==> src/rtl/regfile_wr_ctrl_if.sv <==
// Write-request and register-array bus for regfile_wr_ctrl.
// master drives requests; slave is the controller driving EN/D and status.
interface regfile_wr_ctrl_if #(
  parameter int DW   = 4,
  parameter int NREG = 8,
  parameter int AW   = 3
) ();
  logic            WR_VALID;
  logic            WR_READY;
  logic [AW-1:0]   WR_ADDR;
  logic [DW-1:0]   WR_DATA;
  logic            CLR_REQ;
  logic [NREG-1:0] EN;
  logic [DW-1:0]   D;
  logic            BUSY;
  logic            ERR;

  modport master (
    output WR_VALID, WR_ADDR, WR_DATA, CLR_REQ,
    input  WR_READY, EN, D, BUSY, ERR
  );

  modport slave (
    input  WR_VALID, WR_ADDR, WR_DATA, CLR_REQ,
    output WR_READY, EN, D, BUSY, ERR
  );
endinterface

==> src/rtl/regfile_wr_ctrl.sv <==
// Write-port controller: 2-entry request FIFO, one-hot EN/D issue, sequenced clear.
// Optional macro REGFILE_REG0_ZERO_EN makes register 0 read-only zero.
module regfile_wr_ctrl #(
  parameter int DW    = 4,
  parameter int NREG  = 8,
  parameter int AW    = 3,
  parameter int DEPTH = 2
) (
  input  logic           CLK,
  input  logic           RST,
  regfile_wr_ctrl_if.slave bus
);
  localparam int PW = (DEPTH > 1) ? $clog2(DEPTH) : 1;
  localparam int CW = $clog2(DEPTH + 1);

  typedef enum logic [1:0] {IDLE, CLR_WAIT, CLR_RUN} state_e;

  state_e          state_q, state_d;
  logic [AW-1:0]   addr_mem [DEPTH];
  logic [DW-1:0]   data_mem [DEPTH];
  logic [PW-1:0]   wptr_q, wptr_d, rptr_q, rptr_d;
  logic [CW-1:0]   count_q, count_d;
  logic [AW-1:0]   clr_cnt_q, clr_cnt_d;
  logic            clr_pending_q, clr_pending_d;
  logic [NREG-1:0] en_q, en_d;
  logic [DW-1:0]   d_q, d_d;
  logic            err_q, err_d;
  logic            wr_ready, push, pop;
  logic [AW-1:0]   head_addr;
  logic [DW-1:0]   head_data;

  function automatic logic [PW-1:0] ptr_inc(input logic [PW-1:0] p);
    return (p == PW'(DEPTH - 1)) ? '0 : p + 1'b1;
  endfunction

  assign head_addr = addr_mem[rptr_q];
  assign head_data = data_mem[rptr_q];
  assign wr_ready  = (count_q < CW'(DEPTH)) && (state_q == IDLE) && !clr_pending_q;
  assign push      = bus.WR_VALID && wr_ready;
  // The clear walk owns the EN bus, so the FIFO only drains outside CLR_RUN.
  assign pop       = (count_q != '0) && (state_q != CLR_RUN);

  // NOTE: every always_comb output gets a default first so no path infers a latch.
  always_comb begin
    state_d       = state_q;
    clr_cnt_d     = clr_cnt_q;
    clr_pending_d = clr_pending_q;
    wptr_d        = push ? ptr_inc(wptr_q) : wptr_q;
    rptr_d        = pop  ? ptr_inc(rptr_q) : rptr_q;
    count_d       = count_q;
    if (push && !pop)      count_d = count_q + 1'b1;
    else if (pop && !push) count_d = count_q - 1'b1;
    en_d          = '0;
    d_d           = d_q;
    err_d         = err_q;

    if (pop) begin
      if ({1'b0, head_addr} >= (AW + 1)'(NREG)) begin
        err_d = 1'b1;
`ifdef REGFILE_REG0_ZERO_EN
      end else if (head_addr != '0) begin
`else
      end else begin
`endif
        en_d[head_addr] = 1'b1;
        d_d             = head_data;
      end
    end

    case (state_q)
      IDLE: begin
        // Anything still queued after this edge (including a same-edge push) drains first.
        if (bus.CLR_REQ) begin
          if (count_d != '0) begin
            state_d       = CLR_WAIT;
            clr_pending_d = 1'b1;
          end else begin
            state_d   = CLR_RUN;
            clr_cnt_d = '0;
          end
        end
      end
      CLR_WAIT: begin
        if (count_d == '0) begin
          state_d   = CLR_RUN;
          clr_cnt_d = '0;
        end
      end
      CLR_RUN: begin
        en_d            = '0;
        en_d[clr_cnt_q] = 1'b1;
        d_d             = '0;
        if (clr_cnt_q == AW'(NREG - 1)) begin
          state_d       = IDLE;
          clr_cnt_d     = '0;
          clr_pending_d = 1'b0;
          err_d         = 1'b0;
        end else begin
          clr_cnt_d = clr_cnt_q + 1'b1;
        end
      end
      default: state_d = IDLE;
    endcase
  end

  // NOTE: state uses non-blocking assignments so all flops update from pre-edge values.
  always_ff @(posedge CLK or negedge RST) begin
    if (!RST) begin
      state_q       <= IDLE;
      clr_cnt_q     <= '0;
      clr_pending_q <= 1'b0;
      wptr_q        <= '0;
      rptr_q        <= '0;
      count_q       <= '0;
      en_q          <= '0;
      d_q           <= '0;
      err_q         <= 1'b0;
    end else begin
      state_q       <= state_d;
      clr_cnt_q     <= clr_cnt_d;
      clr_pending_q <= clr_pending_d;
      wptr_q        <= wptr_d;
      rptr_q        <= rptr_d;
      count_q       <= count_d;
      en_q          <= en_d;
      d_q           <= d_d;
      err_q         <= err_d;
    end
  end

  // NOTE: FIFO storage has no reset; clearing count and pointers already discards it.
  always_ff @(posedge CLK) begin
    if (push) begin
      addr_mem[wptr_q] <= bus.WR_ADDR;
      data_mem[wptr_q] <= bus.WR_DATA;
    end
  end

  assign bus.WR_READY = wr_ready;
  assign bus.EN       = en_q;
  assign bus.D        = d_q;
  assign bus.BUSY     = (count_q != '0) || (state_q != IDLE);
  assign bus.ERR      = err_q;
endmodule

==> src/flat_wrapper.sv <==
// flat-port wrapper written by rule: the top's interface ports become plain ports
module regfile_wr_ctrl_flat 
#(
  parameter int DW    = 4,
  parameter int NREG  = 8,
  parameter int AW    = 3,
  parameter int DEPTH = 2
)
  (CLK, RST, bus_WR_VALID, bus_WR_ADDR, bus_WR_DATA, bus_CLR_REQ, bus_WR_READY, bus_EN, bus_D, bus_BUSY, bus_ERR);
  regfile_wr_ctrl_if #(.DW(DW), .NREG(NREG), .AW(AW)) bus_i ();
  input  logic CLK;
  input  logic RST;
  input wire logic [$bits(bus_i.WR_VALID)-1:0] bus_WR_VALID;
  input wire logic [$bits(bus_i.WR_ADDR)-1:0] bus_WR_ADDR;
  input wire logic [$bits(bus_i.WR_DATA)-1:0] bus_WR_DATA;
  input wire logic [$bits(bus_i.CLR_REQ)-1:0] bus_CLR_REQ;
  output wire logic [$bits(bus_i.WR_READY)-1:0] bus_WR_READY;
  output wire logic [$bits(bus_i.EN)-1:0] bus_EN;
  output wire logic [$bits(bus_i.D)-1:0] bus_D;
  output wire logic [$bits(bus_i.BUSY)-1:0] bus_BUSY;
  output wire logic [$bits(bus_i.ERR)-1:0] bus_ERR;
  assign bus_i.WR_VALID = bus_WR_VALID;
  assign bus_i.WR_ADDR = bus_WR_ADDR;
  assign bus_i.WR_DATA = bus_WR_DATA;
  assign bus_i.CLR_REQ = bus_CLR_REQ;
  assign bus_WR_READY = bus_i.WR_READY;
  assign bus_EN = bus_i.EN;
  assign bus_D = bus_i.D;
  assign bus_BUSY = bus_i.BUSY;
  assign bus_ERR = bus_i.ERR;
  regfile_wr_ctrl #(.DW(DW), .NREG(NREG), .AW(AW), .DEPTH(DEPTH)) u_core (.CLK(CLK), .RST(RST), .bus(bus_i));
endmodule
==> config.mk <==
export PLATFORM = sky130hd
export DESIGN_NAME = regfile_wr_ctrl_flat
export DESIGN_NICKNAME = d
export VERILOG_FILES = /design/src/rtl/regfile_wr_ctrl_if.sv /design/src/rtl/regfile_wr_ctrl.sv /design/src/flat_wrapper.sv
export SDC_FILE = /design/constraint.sdc
export NUM_CORES = 1
export LEC_CHECK = 0
export CAP_MARGIN = 10
export CORE_MARGIN = 2
export CORE_UTILIZATION = 52
export DETAILED_ROUTE_END_ITERATION = 8
export PLACE_DENSITY_LB_ADDON = 0.3
export RECOVER_POWER = 50
export SLEW_MARGIN = 10
export SYNTH_ARGS = -nofsm -noshare
export SYNTH_HDL_FRONTEND = slang
export SYNTH_SLANG_ARGS = --single-unit
export TNS_END_PERCENT = 20
==> constraint.sdc <==
create_clock -name CLK -period 5.3 [get_ports CLK]
set_input_delay 1.06 -clock CLK [delete_from_list [all_inputs] [get_ports CLK]]
set_output_delay 1.06 -clock CLK [all_outputs]
set_load 0.005 [all_outputs]
Word level (Yosys, flattened, before mapping)
Memory sizes are Yosys's and may differ from the RTL's.
Cells that the tools add are included.
- $add $sub $neg: 5
- $mul: 0
- divide/modulo/power cells: 0
- magnitude comparators: 5
- equal/unequal tests: 9
- shift operators: 0
- multiplexer cells: 28
- bitwise logic cells: 0
- reductions and logical operators: 23
- operators with widths (operator ; number):
    2-to-1 mux 8 bit ; 2
    2-to-1 mux 2 bit ; 6
    2-to-1 mux 3 bit ; 4
    nonzero test 2 bit ; 5
    2-to-1 mux 1 bit ; 9
    case mux 3 bit (3 select lines) ; 1
    logical AND 1 bit ; 8
    less-than comparator 3 x 4 -> 1 bit (second input constant) ; 2
    2-to-1 mux 4 bit ; 2
    inequality test 2 bit (second input constant) ; 4
    AND reduction 4 bit ; 2
    demux 1 bit (select 3 bit) ; 2
    >= comparator 3 x 1 -> 1 bit (second input constant) ; 2
    case mux 2 bit (3 select lines) ; 1
    zero test 2 bit ; 2
    inequality test 2 x 1 -> 1 bit (second input constant) ; 2
    adder 3 x 1 -> 3 bit (second input constant) ; 1
    == test 3 bit (second input constant) ; 1
    zero test 1 bit ; 3
    AND reduction 3 bit ; 1
    nonzero test 3 bit ; 1
    adder 1 bit (second input constant) ; 2
    adder 2 x 1 -> 2 bit (second input constant) ; 1
    == test 2 x 1 -> 1 bit (second input constant) ; 1
    other kinds (5) ; 5
- register bits after elaboration: 22
- bits in latches: 0
- memory bits (writable): 14
- ROM bits: 0
- output and inout bits: 15
- memories: 2
- memories (name ; depth ; width ; read ports ; clocked after Yosys merged registers in ; write ports ; RTL line ; text):
    u_core.data_mem ; 2 ; 4 ; 1 ; 0 ; 1 ; regfile_wr_ctrl.sv:20 ; logic [DW-1:0] data_mem [DEPTH];
    u_core.addr_mem ; 2 ; 3 ; 1 ; 0 ; 1 ; regfile_wr_ctrl.sv:19 ; logic [AW-1:0] addr_mem [DEPTH];

Logic depth before layout (Yosys ltp)
- depth in word-level cells: 12
- depth in mapped cells: 8
- depth with buffers taken out: 7

Worst setup path before layout
OpenSTA, ideal clock, no wires.
- path kind: flip-flop to output port
- start point: reg u_core.count_q[1]
- end point: out bus_BUSY
- arrival time: 1.188 ns
- required time: 4.240 ns
- setup slack: 3.052 ns
- cell stages (with the launch flop): 6
- cell sequence: dfrtp_1 inv_1 ha_1 buf_2 buf_1 nand2_1
- word-level cells in the longest chain between the ends: 2
- ends and longest elaborated chain (item ; RTL line ; text):
    start: declaration ; regfile_wr_ctrl.sv:22 ; logic [CW-1:0] count_q, count_d;
    start signal: assignment ; regfile_wr_ctrl.sv:124 ; count_q <= count_d;
    nonzero test 2 bit ; regfile_wr_ctrl.sv:142 ; assign bus.BUSY = (count_q != '0) || (state_q != IDLE);
    logical OR 1 bit ; regfile_wr_ctrl.sv:142 ;
    end: declaration ; flat_wrapper.sv:20 ; output wire logic [$bits(bus_i.BUSY)-1:0] bus_BUSY;
Every way passes these cells.

Worst setup path in the final report
Ends and elaborated chain as after synthesis.

==> impl_metrics.ini <==
[routing]
drt-pass1-iter-count = 4
ant_nets = 0
drc = 0
wirelength_mm = 3.03
vias = 1136
vias_per_cell = 5.54
wl_per_cell_um = 14.8
drt_first_iter_violations = 47

[timing]
timing.hold.ws_ns = 0.509
max_slew.worst_pin.slew_ns = 0.969
slew_violations = 0
setup_viol = 0
setup_slack_ns = 2.20
fin_tns_setup_ns = 0
min_period_ns = 3.10
max_slew_margin_pct = 35.2
hold_viol_final = 0
skew_ns = 0.00840
final.period_utilization_pct = 58.5
rsz0062_at_grt = no
fmax_ghz = 0.322

[power_and_ir_drop]
vdd_drop_max_v = 0.000330
finalPower_uw = 985
p_per_area_mw_per_mm2 = 509
p_leak_nw = 0.775

[layout]
nets = 174
final_cell_count_no_fill = 205
area_growth_pct = 17.6
drive_gt1_share_pct = 7.45
fin_util_pct = 63.8
antenna_cells = 0
fin_area_mm2 = 0.00193

[synth]
synthArstFlopShare_pct = 61.1
yosys.area.top_type = dfrtp_1
synth_top_area_share_pct = 33.5
syn_inst = 138
yosys_warnings = 0
synth.most_common_cell = dfrtp_1
ys.flop_type = dfrtp_1
ys_top_cells_by_count = 22 x dfrtp_1, 16 x nor2_1, 14 x edfxtp_1
yosysUniqueCellTypes = 38
syn_avg_cell_area_um2 = 11.9
syn_nets = 152
seq_area_frac_synth_pct = 59.1
synth_edf_count = 14
ys_seq_elements = 36
synth_area_leaders = dfrtp_1 33%, edfxtp_1 26%, nor2_1 3.7%, mux2i_1 3.0%, o22ai_1 2.7%
syn_area_mm2 = 0.00164

[worst_setup_path]
worst-path-max-fanout = 16
crit_path_end_kind = output port
critical_path_class = reg2out
reg2regPathDepth = 5
cp-start-kind = flip-flop
crit_arrival_ns = 2.04
required_ns = 4.24

[place]
pre_cts_ws_ns = 2.45
dp_hpwl_mm = 2.14
postPlaceCellArea_mm2 = 0.00188
gp_congestion = 0.850
placedCellCount = 197
portBuffers = 24

[global_routing]
grt_max_degree = 23
grt_pass1_wl_mm = 4.99
grt_remaining_overflow = 0
grt_pass1_vias = 1130
grt_usage_pct = 19.5
grt_antenna_before_repair = 0

[clock_tree]
cts_setup_buffers = 0
cts_buffers = 5
cts_resized = 0
tritoncts = built
h-tree-depth = 2
clock-root-buffer = clkbuf_4
clk_latency_ns = 0.35
clock_path_buffers = 2
clock_sinks = 36
path_clk_slew_ns = 0.11
postCtsHoldBufs = 0

[min_path]
worstHoldPathType = reg2reg
holdPathStages = 1

[die]
row_count = 20
die_area_mm2 = 0.00363
die_height_um = 60.2
pin_count = 26
coreArea_mm2 = 0.00303
die-width_um = 60.2
start_util_pct = 54.3

[flow_run]
cap_violations = 0

[run_status]
outcome = finished clean
-- critical path, cell delays in order, from the launching register on --
cell	delay, ns
dfrtp_1	0.48
inv_1	0.11
ha_1	0.55
nand2_1	0.09
clkdlybuf4s50_1	0.47
-- cells by family after synthesis --
logic type,synth area share (%)
mux,3.04
xor+xnor,2.13
compound gates,15.5
flops,59.1
simple gates,12.7
buf+inv,5.10
other cells,0.228
fa+ha+maj,2.28
-- per-layer routing --
metal	vias to the layer above	GRT usage, %	part of all wire, %
li1	542	-	-
met1	548	20.8	42
met2	35	33.2	50
met3	11	6.49	5.5
met4	0	11.7	3.1
met5	-	0	0
-- area by class of cell --
type	count	area [µm²]
Tap cell	44	55.1
Clock buffer	5	37.5
Multi-Input combinational cell	87	588
Sequential cell	36	971
Timing Repair Buffer	24	240
Fill cell	242	1090
Clock inverter	3	18.8
Inverter	6	22.5
-- registers in the layout (all words and copies together), names as in the netlist --
name,flops
u_core.state_q,2
u_core.bus.D,4
u_core.addr_mem,6
u_core.count_q,2
u_core.bus.EN,8
u_core.wptr_q,1
u_core.clr_pending_q,1
u_core.clr_cnt_q,3
u_core.data_mem,8
u_core.rptr_q,1
-- power breakdown --
part           total, mW  switching (mW)  internal [mW]
clock network      0.146          0.0951         0.0509
registers          0.443          0.0892          0.354
logic              0.395           0.192          0.203
-- final timing paths --
kind,startpoint,to,slack (ns)
max,u_core.count_q[1],bus_BUSY,2.20
min in group asynchronous,RST,u_core.bus.EN[6],1.29
max in group asynchronous,RST,u_core.count_q[1],3.41
max reg2reg,u_core.state_q[1],u_core.clr_cnt_q[0],2.96
min reg2reg,u_core.wptr_q,u_core.wptr_q,0.51
min,u_core.wptr_q,u_core.wptr_q,0.51
-- cells in the final DEF, fill, tap and decap left out, types with 2 or more instances in the layout --
master           instances
dfrtp_1                 22
nor2_1                  16
clkdlybuf4s50_1         15
edfxtp_1                14
nand2_1                 10
dlygate4sd3_1            9
o22ai_1                  7
a21oi_1                  7
inv_1                    6
mux2i_1                  5
nor3_1                   5
clkbuf_4                 5
nor2b_1                  3
nand2b_1                 3
a22oi_1                  3
o2bb2ai_1                3
ha_1                     3
o32ai_1                  2
xnor2_1                  2
xor2_1                   2
clkinv_2                 2
(Power assumes the default switching activity.)
